### config.mk
export PLATFORM = sky130hd
export DESIGN_NAME = cascade_time_counter
export DESIGN_NICKNAME = d
export VERILOG_FILES = /design/src/rtl/cascade_time_counter.sv
export SDC_FILE = /design/constraint.sdc
export NUM_CORES = 1
export LEC_CHECK = 0
export BUFFER_PORTS_ARGS = -buffer_cell sky130_fd_sc_hd__buf_2
export CAP_MARGIN = 20
export CORE_MARGIN = 4
export CORE_UTILIZATION = 40
export CTS_CLUSTER_DIAMETER = 80
export DETAILED_ROUTE_END_ITERATION = 16
export PLACE_DENSITY_LB_ADDON = 0.05
export SYNTH_ARGS = -nofsm -noshare
export SYNTH_HDL_FRONTEND = slang
export SYNTH_SLANG_ARGS = --single-unit
### constraint.sdc
create_clock -name clk -period 6.75 [get_ports clk]
set_input_delay 0.675 -clock clk [delete_from_list [all_inputs] [get_ports clk]]
set_output_delay 0.675 -clock clk [all_outputs]
set_load 0.1 [all_outputs]
### src/rtl/cascade_time_counter.sv
`default_nettype none
// ============================================================================
// Module   : cascade_time_counter
// Brief    : hsec/sec/min/hour cascaded counter with prescaler, edit cursor,
//            lap capture; optional alarm via CASCADE_TIME_COUNTER_ALARM_EN.
// Revision : 1.0
// ============================================================================
module cascade_time_counter #(
    parameter int CLK_HZ    = 100_000_000,
    parameter int TICK_HZ   = 100,
    parameter int HOUR_MOD  = 24,
    parameter int HOUR_INIT = 0
) (
    input  logic        clk,
    input  logic        reset,
    input  logic        i_run,
    input  logic        i_down,
    input  logic        i_clear,
    input  logic        i_edit_en,
    input  logic        i_inc,
    input  logic        i_dec,
    input  logic        i_left,
    input  logic        i_right,
    input  logic        i_lap,
`ifdef CASCADE_TIME_COUNTER_ALARM_EN
    input  logic        i_alarm_arm,
    input  logic [23:0] i_alarm_time,
`endif
    output logic [23:0] o_time,
    output logic [23:0] o_disp,
    output logic [23:0] o_lap,
    output logic        o_lap_valid,
    output logic [3:0]  o_cursor,
    output logic        o_rollover,
    output logic        o_alarm
);

    localparam int            c_DIV      = CLK_HZ / TICK_HZ;
    localparam int            c_PW       = $clog2(c_DIV);
    localparam logic [c_PW-1:0] c_PRE_MAX = c_PW'(c_DIV - 1);
    localparam logic [4:0]    c_HOUR_MAX = 5'(HOUR_MOD - 1);
    localparam logic [4:0]    c_HOUR_RST = 5'(HOUR_INIT);

    typedef enum logic [1:0] {
        CUR_HSEC = 2'd0,
        CUR_SEC  = 2'd1,
        CUR_MIN  = 2'd2,
        CUR_HOUR = 2'd3
    } cursor_t;

    logic [c_PW-1:0] pre_q,  pre_d;
    logic [6:0]      hsec_q, hsec_d;
    logic [5:0]      sec_q,  sec_d;
    logic [5:0]      min_q,  min_d;
    logic [4:0]      hour_q, hour_d;
    cursor_t         cur_q,  cur_d;
    logic [23:0]     lap_q,  lap_d;
    logic            lap_valid_q, lap_valid_d;
    logic            roll_q, roll_d;

    logic w_count_en;
    logic w_edit_val;

    assign w_count_en = i_run & ~i_edit_en;
    assign w_edit_val = i_edit_en & (i_inc | i_dec);

    always_comb begin
        pre_d       = pre_q;
        hsec_d      = hsec_q;
        sec_d       = sec_q;
        min_d       = min_q;
        hour_d      = hour_q;
        cur_d       = cur_q;
        lap_d       = lap_q;
        lap_valid_d = lap_valid_q;
        roll_d      = 1'b0;

        if (i_clear) begin
            pre_d  = '0;
            hsec_d = 7'd0;
            sec_d  = 6'd0;
            min_d  = 6'd0;
            hour_d = c_HOUR_RST;
        end else if (w_edit_val) begin
            // Field-local adjust: wraps within the field, never carries.
            unique case (cur_q)
                CUR_HSEC: hsec_d = i_inc ? ((hsec_q == 7'd99) ? 7'd0 : hsec_q + 7'd1)
                                         : ((hsec_q == 7'd0) ? 7'd99 : hsec_q - 7'd1);
                CUR_SEC:  sec_d  = i_inc ? ((sec_q == 6'd59) ? 6'd0 : sec_q + 6'd1)
                                         : ((sec_q == 6'd0) ? 6'd59 : sec_q - 6'd1);
                CUR_MIN:  min_d  = i_inc ? ((min_q == 6'd59) ? 6'd0 : min_q + 6'd1)
                                         : ((min_q == 6'd0) ? 6'd59 : min_q - 6'd1);
                default:  hour_d = i_inc ? ((hour_q == c_HOUR_MAX) ? 5'd0 : hour_q + 5'd1)
                                         : ((hour_q == 5'd0) ? c_HOUR_MAX : hour_q - 5'd1);
            endcase
        end else if (i_edit_en) begin
            if (i_left) begin
                cur_d = cursor_t'(cur_q + 2'd1);
            end else if (i_right) begin
                cur_d = cursor_t'(cur_q - 2'd1);
            end
        end else if (w_count_en) begin
            if (pre_q == c_PRE_MAX) begin
                pre_d = '0;
                if (!i_down) begin
                    if (hsec_q != 7'd99) begin
                        hsec_d = hsec_q + 7'd1;
                    end else begin
                        hsec_d = 7'd0;
                        if (sec_q != 6'd59) begin
                            sec_d = sec_q + 6'd1;
                        end else begin
                            sec_d = 6'd0;
                            if (min_q != 6'd59) begin
                                min_d = min_q + 6'd1;
                            end else begin
                                min_d = 6'd0;
                                if (hour_q != c_HOUR_MAX) begin
                                    hour_d = hour_q + 5'd1;
                                end else begin
                                    hour_d = 5'd0;
                                    roll_d = 1'b1;
                                end
                            end
                        end
                    end
                end else begin
                    if (hsec_q != 7'd0) begin
                        hsec_d = hsec_q - 7'd1;
                    end else begin
                        hsec_d = 7'd99;
                        if (sec_q != 6'd0) begin
                            sec_d = sec_q - 6'd1;
                        end else begin
                            sec_d = 6'd59;
                            if (min_q != 6'd0) begin
                                min_d = min_q - 6'd1;
                            end else begin
                                min_d = 6'd59;
                                if (hour_q != 5'd0) begin
                                    hour_d = hour_q - 5'd1;
                                end else begin
                                    hour_d = c_HOUR_MAX;
                                    roll_d = 1'b1;
                                end
                            end
                        end
                    end
                end
            end else begin
                pre_d = pre_q + c_PW'(1);
            end
        end

        // Lap toggles independently of clear/edit/count and samples the pre-update time.
        if (i_lap) begin
            if (!lap_valid_q) begin
                lap_d       = o_time;
                lap_valid_d = 1'b1;
            end else begin
                lap_valid_d = 1'b0;
            end
        end
    end

    always_ff @(posedge clk or posedge reset) begin
        if (reset) begin
            pre_q       <= '0;
            hsec_q      <= 7'd0;
            sec_q       <= 6'd0;
            min_q       <= 6'd0;
            hour_q      <= c_HOUR_RST;
            cur_q       <= CUR_HSEC;
            lap_q       <= 24'd0;
            lap_valid_q <= 1'b0;
            roll_q      <= 1'b0;
        end else begin
            pre_q       <= pre_d;
            hsec_q      <= hsec_d;
            sec_q       <= sec_d;
            min_q       <= min_d;
            hour_q      <= hour_d;
            cur_q       <= cur_d;
            lap_q       <= lap_d;
            lap_valid_q <= lap_valid_d;
            roll_q      <= roll_d;
        end
    end

`ifdef CASCADE_TIME_COUNTER_ALARM_EN
    logic w_update;
    logic alarm_q, alarm_d;

    // Only genuine count updates qualify; clear and edits are excluded by construction.
    assign w_update = w_count_en & ~i_clear & (pre_q == c_PRE_MAX);
    assign alarm_d  = w_update & i_alarm_arm & (hsec_d == 7'd0)
                    & ({hour_d, min_d, sec_d} == i_alarm_time[23:7]);

    always_ff @(posedge clk or posedge reset) begin
        if (reset) begin
            alarm_q <= 1'b0;
        end else begin
            alarm_q <= alarm_d;
        end
    end

    assign o_alarm = alarm_q;
`else
    assign o_alarm = 1'b0;
`endif

    assign o_time      = {hour_q, min_q, sec_q, hsec_q};
    assign o_disp      = lap_valid_q ? lap_q : o_time;
    assign o_lap       = lap_q;
    assign o_lap_valid = lap_valid_q;
    assign o_cursor    = i_edit_en ? (4'b0001 << cur_q) : 4'b0000;
    assign o_rollover  = roll_q;

endmodule
`default_nettype wire
==> results of run 1 <==
worst paths after layout:
check	start	end	slack, ps	depth (start not counted)
worst max register to register	hsec_q[0]	sec_q[4]	4030	7
min in group asynchronous	reset	pre_q[11]	600	3
worst max-delay path	hsec_q[0]	sec_q[4]	4030	7
worst min-delay path	o_lap[4]	o_lap[4]	500	2
max in group asynchronous	reset	sec_q[4]	5520	3
worst min register to register	o_lap[4]	o_lap[4]	500	2
cell type report:
class,count,area share
multi-input combinational,448,0.509
sequential,72,0.310
clock buffer,13,0.0447
inverter,22,0.0142
timing repair buffer,91,0.0796
clock inverter,3,0.00688
tap,168,0.0361
kinds of logic after synthesis:
family,count (synthesis)
XOR/XNOR,21
AO/OA/AOI/OAI,139
multiplexers,28
flip-flops,72
buffers and inverters,59
adder cells (fa/ha/maj),16
other,1
AND/OR/NAND/NOR,243
flip-flops by register name (all words and copies together) (netlist names):
name         count
o_lap_valid      1
o_rollover       1
cur_q            2
o_lap           24
hour_q           5
sec_q            6
pre_q           20
min_q            6
hsec_q           7
worst register-to-register path, stage by stage (launching register included):
cell       delay (ps)
dfrtp_1           470
inv_1             170
ha_1              180
nor4b_1           430
and3_1            220
o2111ai_1         470
a221o_1           500
a21o_1            170
cell usage in the layout (no fill, tap or decap), types with 8 or more instances in the layout:
cell type,count
buf_2,88
dfrtp_1,72
nand2_1,71
nor2_1,43
o21ai_0,42
nand3_1,26
a21oi_1,22
mux2_2,22
inv_1,21
nor3_1,16
ha_1,16
nand4_1,12
xor2_1,12
and2_1,11
xnor2_1,9
clkbuf_16,9
nand3b_1,8
metal layers:
layer	part of all wire	routed length [um]	GRT usage	up-vias
met5	0	0	0	-
met4	0.018	252	0.0779	0
met3	0.052	736	0.0365	20
met2	0.44	6240	0.303	137
met1	0.49	7010	0.288	2204
li1	-	-	-	2247
synthesized netlist by cell type, types with 8 or more instances:
| cell type | number |
|---|---|
| o21ai_0 | 42 |
| dfrtp_1 | 72 |
| nand3_1 | 26 |
| nor3_1 | 16 |
| nand4_1 | 12 |
| and2_1 | 11 |
| ha_1 | 16 |
| clkbuf_1 | 27 |
| xnor2_1 | 9 |
| nand3b_1 | 8 |
| xor2_1 | 12 |
| inv_1 | 22 |
| a21oi_1 | 22 |
| mux2_2 | 22 |
| nor2_1 | 43 |
| nand2_1 | 71 |
metrics by stage:
stage	std cells	utilization	setup slack, ps
CTS	817	0.478	4080
detailed placement	801	0.454	3940
finish	817	0.478	4030
floorplan	579	-	2610
global route	817	0.478	3840
global placement	801	0.454	3990
==> results.txt, run 1 <==
Syn_area_per_cell: 8.70 um2
Fmax: 0.368 GHz
Drt first pass iters: 5
Status: complete, no violations
Post-synth EDFFs: 0
Crit path max fanout: 10
Vias: 4608
Total Routed Length: 14200 um
Post-CTS setup buffer count: 0
DRC: 0
Die area: 14500 um2
Crit path time final: 2720 ps
Grt ovf: 0
Top Family by Delay on Critical Path: compound AO/OA/AOI/OAI gates
Adder-cell share of the synthesized area: 0.0397
Final Cycle Share: 0.403
Netlist area before placement: 5040 um2
Mapped Cells: 579
Die height: 120 um
Worst-margin pin slew: 1140 ps
Fin. max-slew vios: 0
Bufs on Longest Clock Path: 2
Die width: 120 um
Flip-flop and latch area: 1800 um2
Io pins: 90
Buf/Inv on CP: 1
Area after DPL: 5520 um2
Vias in the first global route: 4499
Max-cap violation count: 0
Placer Congestion: 0.848
Top cell type's share of synthesized area: 0.358
Fill count: 1214
Clock buffer count from CTS: 9
Final net count: 671
Core Area: 12200 um2
Mux contribution to synthesized area: 0.0611
Clock insertion delay at the later pin of the skew report: 340 ps
Clock Tree Root: clkbuf_16
Cts hold-fix bufs: 0
DP HPWL: 10200 um
Routed length per instance: 17.4 um
Syn Nets: 606
Reg clk slew, reported paths: 60 ps
Crit path capture type: flop
Global-route wire length before repair: 23600 um
Drt initial violations: 262
Synth Flop Type: dfrtp_1
WP data required: 6980 ps
Slew headroom: 0.236
Final hold viol count: 0
Fin Setup TNS: 0 ps
Largest cells by area after synthesis: dfrtp_1, nand2_1, mux2_2
Post-synthesis cell type with the largest combined area: dfrtp_1
PortBufs: 88
Final Skew: 3.87 ps
Cell Rows: 40
Share of post-route cells with drive strength above 1: 0.233
CTS tree: yes
Seq/Total Area, Yosys: 0.358
Flops & latches, synth: 72
Main combinational cell family by area after synthesis: simple AND/OR/NAND/NOR gates
CP Launch Type: flop
Cts repair resizes: 0
Worst hold path class: flop to flop
Total GRT Usage: 0.201
Slowest stage cell, crit path: a221o_1
Crit path DAT: 2950 ps
RSZ-0062 raised after global routing: no
Worst Setup Path Type: flop to flop
Maximum number of pins on one net before global-route repair: 73
Design area: 5820 um2
Setup Viol. Count Final: 0
CTS Sinks: 72
Post-Synth XOR/XNOR Area: 0.0365
Worst hold slack: 503 ps
Vias per Instance: 5.64
Slowest stage delay, CP: 500 ps
Multi-input logic area: 2960 um2
Area delta synth->final: 15.4%
Post-DRT Antenna Nets: 0
Async set-reset flop share out of synthesis: 1.00
Cells along the critical path: inv_1 > ha_1 > nor4b_1 > and3_1 > o2111ai_1 > a221o_1 > a21o_1
Initial Utilization: 0.414
Synth warn: 0
Synth unique cells: 86
Initial antenna violation count: 0
Max H-tree Level: 3
Post-synthesis compound-gate area fraction: 0.191
Ant diodes: 0
Simple-Gate Fraction of Synth Area: 0.258
Power of run 1 is not shown: default switching activity piles up to over one toggle a cycle in this logic, so the estimate is an artifact.
==> run 2: changes to the inputs <==
==> constraint.sdc (replaced) <==
create_clock -name clk -period 2.7 [get_ports clk]
set_input_delay 0.27 -clock clk [delete_from_list [all_inputs] [get_ports clk]]
set_output_delay 0.27 -clock clk [all_outputs]
set_load 0.1 [all_outputs]
==> run 2 against run 1 <==
Critical path depth decreased by 1. Final cell count rose by 2.9%. Count of clock-buffer cells in the layout rose by 3. Design area rose by 3.8%. Core utilization is 1.8 points higher. Setup slack got worse by 3800 ps. Critical endpoint is now o_rollover. Via count is 4.9% higher. Fmax grew 8.8%. Die area is the same. Flip-flop and latch count stayed put. Sequential share of layout area is 1.0 points lower. Critical path type unchanged. Clock skew is 0.85 ps higher.
==> results.txt, run 2 (synthesized netlist as in run 1, its figures left out) <==
Status: complete, no violations
Vias in the first global route: 4626
Final net count: 695
Routed length per instance: 17.9 um
Most frequent cells in the layout: buf_2, nand2_1, dfrtp_1
Die width: 120 um
Initial Utilization: 0.414
Clock buffer count from CTS: 9
Ant diodes: 0
Worst Setup Path Type: flop to flop
Final Skew: 4.72 ps
DP HPWL: 10900 um
PortBufs: 88
CP Launch Type: flop
Fin. max-slew vios: 0
Crit path DAT: 2720 ps
Slew headroom: 0.377
Area delta synth->final: 19.9%
Total GRT Usage: 0.211
Most common cell after layout, fill and taps aside: buf_2
Wire length on met3: 834 um
Global-route wire length before repair: 24400 um
Fin Setup TNS: 0 ps
Core Area: 12200 um2
Share of post-route cells with drive strength above 1: 0.288
Drt first pass iters: 5
Maximum number of pins on one net before global-route repair: 42
Io pins: 90
Die height: 120 um
Crit path time final: 2500 ps
Cts repair resizes: 0
Die area: 14500 um2
Grt ovf: 0
Clock insertion delay at the later pin of the skew report: 340 ps
Placed cells: 824
Cell Rows: 40
Util after Layout: 0.497
Setup Viol. Count Final: 0
DRC: 0
DRT met1 WL: 7180 um
Final hold viol count: 0
RSZ-0062 raised after global routing: no
CTS Sinks: 72
CTS tree: yes
Worst-margin pin slew: 935 ps
Initial antenna violation count: 0
Max reg flops: 24
Crit path capture type: flop
Crit path max fanout: 4
Total Routed Length: 15000 um
Top layer used by detailed routing: met4
Max-cap violation count: 0
WP data required: 2920 ps
Max H-tree Level: 3
Drt initial violations: 339
Reg clk slew, reported paths: 60 ps
Worst hold path class: primary input to async pin
Vias per Instance: 5.75
Fmax: 0.400 GHz
Clock Tree Root: clkbuf_16
Post-route insts no fill: 841
Bufs on Longest Clock Path: 2
Vias: 4833
WL met2: 6690 um
Placer Congestion: 0.857
Final Cycle Share: 0.925
Post-DRT Antenna Nets: 0
==> run 2: final timing paths <==
check,slack (ps),startpoint,cells past startpoint,end
setup / recovery,200,sec_q[0],6,o_rollover
hold / removal,30,reset,3,sec_q[2]
setup reg to reg,200,sec_q[0],6,o_rollover
hold reg to reg,490,o_lap[12],2,o_lap[12]
max in group asynchronous,2220,reset,3,o_lap_valid
min in group clk,130,i_lap,2,o_lap_valid
==> run 2: stage by stage <==
stage | hold WS [ps] | area, um2 | setup slack (ps)
final | 28.2 | 6040 | 201
after global routing | 69.7 | 6040 | 59.0
after CTS | 46.2 | 6030 | 143
after detailed placement | 405 | 5750 | 169
after global placement | 400 | 5750 | 197
after floorplan | 361 | 5100 | 5.54
==> run 2: worst max-delay path, stage by stage, from the launching register on <==
cell and delay [ps]:
dfrtp_2 400, inv_1 130, ha_1 270, or3b_2 530
or3_1 410, o31a_1 300, a2111oi_0 350
==> run 2: area by class of cell <==
class	count	area [um2]
fill	1255	6120
multi-input combinational	448	3010
sequential	72	1810
timing repair buffer	115	643
clock buffer	16	282
tap	168	210
inverter	22	82.6
==> run 2: repair_timing <==
| action | 4_1_cts | 5_1_grt |
|---|---|---|
| setup buffers | 0 | 1 |
| setup endpoints to repair | 0 | 3 |
| hold buffers | 0 | 0 |
==> run 2: routing by layer <==
layer,vias to the layer above,global-route usage
li1,2293,-
met1,2341,0.305
met2,179,0.319
met3,20,0.0295
met4,0,0.0857
met5,-,0
Power of run 2 is left out for the same reason.
==> run 3: changes to the inputs <==
--- a/config.mk
+++ b/config.mk
@@ -9,6 +9,7 @@
 export CAP_MARGIN = 20
 export CORE_MARGIN = 4
 export CORE_UTILIZATION = 40
+export CTS_BUF_LIST = sky130_fd_sc_hd__clkbuf_8 sky130_fd_sc_hd__clkbuf_16
 export CTS_CLUSTER_DIAMETER = 80
 export DETAILED_ROUTE_END_ITERATION = 16
 export PLACE_DENSITY_LB_ADDON = 0.05
==> run 3 against run 2 <==
Count of clock-buffer cells in the layout fell by 4. Flip-flop and latch count is the same. Design area is the same. Worst hold slack improved by 1.1 ps. Core utilization is the same. Critical path type unchanged.
==> results.txt, run 3 (synthesized netlist as in run 1, its figures left out) <==
Ant diodes: 0
WP data required: 2920 ps
Crit path max fanout: 4
Die area: 14500 um2
Initial Utilization: 0.414
Io pins: 90
Cts hold-fix bufs: 0
Post-CTS setup buffer count: 0
Drt first pass iters: 7
Maximum number of pins on one net before global-route repair: 42
RSZ-0062 raised after global routing: no
Crit path time final: 2510 ps
Vias per Instance: 5.74
Vias in the first global route: 4626
Most common cell after layout, fill and taps aside: buf_2
Max H-tree Level: 3
Share of post-route cells with drive strength above 1: 0.288
Crit path capture type: flop
Status: complete, no violations
DRC: 0
Fill count: 1255
Worst-margin pin slew: 925 ps
Drt initial violations: 324
Fin. max-slew vios: 0
PortBufs: 88
Final Cycle Share: 0.930
CTS Sinks: 72
Most frequent cells in the layout: buf_2, nand2_1, dfrtp_1
Max reg flops: 24
Clock Tree Root: clkbuf_16
Cts repair resizes: 0
Worst Setup Path Type: flop to flop
Die height: 120 um
CTS tree: yes
CP Launch Type: flop
Die width: 120 um
Routed length per instance: 17.9 um
Final hold viol count: 0
Fmax: 0.398 GHz
Worst hold path class: primary input to async pin
Clock buffer count from CTS: 9
DP HPWL: 10900 um
Global-route wire length before repair: 24400 um
Setup Viol. Count Final: 0
Slew headroom: 0.383
Post-DRT Antenna Nets: 0
Total Routed Length: 15000 um
Placer Congestion: 0.857
Bufs on Longest Clock Path: 2
Area delta synth->final: 19.9%
Grt ovf: 0
Vias: 4827
Final Skew: 4.51 ps
Multi-input logic area: 3010 um2
Fin Setup TNS: 0 ps
Reg-to-reg setup timing slack: 190 ps
Initial antenna violation count: 0
Core Area: 12200 um2
Crit path DAT: 2730 ps
Final net count: 695
Cell Rows: 40
Reg clk slew, reported paths: 60 ps
Total GRT Usage: 0.211
Clock insertion delay at the later pin of the skew report: 340 ps
Max-cap violation count: 0
Flip-flop and latch area: 1810 um2
## run 3: cell types whose count changed in the layout (fill, tap and decap cells not counted)
cell	previous run	this run
clkbuf_1	4	0
inv_1	21	25
## run 3: worst paths after layout
| kind | start | to | cells past startpoint |
|---|---|---|---|
| setup / recovery | sec_q[0] | o_rollover | 6 |
| hold / removal | reset | sec_q[2] | 3 |
| setup reg to reg | sec_q[0] | o_rollover | 6 |
| hold reg to reg | o_lap[12] | o_lap[12] | 2 |
| max in group asynchronous | reset | o_lap_valid | 3 |
| min in group clk | i_lap | o_lap_valid | 2 |
## run 3: routing by layer
| layer | vias to the layer above | GRT usage | share of wire |
|---|---|---|---|
| li1 | 2285 | - | - |
| met1 | 2355 | 0.305 | 0.48 |
| met2 | 167 | 0.319 | 0.44 |
| met3 | 20 | 0.0295 | 0.053 |
| met4 | 0 | 0.0857 | 0.023 |
| met5 | - | 0 | 0 |
## run 3: stage by stage
step           utilization  hold slack (ps)  setup WS (ps)  instance area, um2  cells
2_1_floorplan            -              361           5.54                5100    579
3_3_place_gp         0.473              400            197                5750    824
5_1_grt              0.497             69.6           59.0                6040    841
3_5_place_dp         0.473              405            169                5750    824
6_report             0.497             29.2            190                6040    841
4_1_cts              0.496             46.1            143                6030    840
## run 3: worst max-delay path, cell delays in order (launching register included)
cell and delay (ps):
dfrtp_2 400, inv_1 130, ha_1 270, or3b_2 530, or3_1 410, o31a_1 310
a2111oi_0 350
## run 3: cell type report
| type | count | share of cell area |
|---|---|---|
| Inverter | 22 | 0.0137 |
| Timing Repair Buffer | 115 | 0.106 |
| Multi-Input combinational cell | 448 | 0.499 |
| Tap cell | 168 | 0.0348 |
| Clock inverter | 4 | 0.00249 |
| Sequential cell | 72 | 0.300 |
| Clock buffer | 12 | 0.0441 |
Power of run 3 is left out for the same reason.
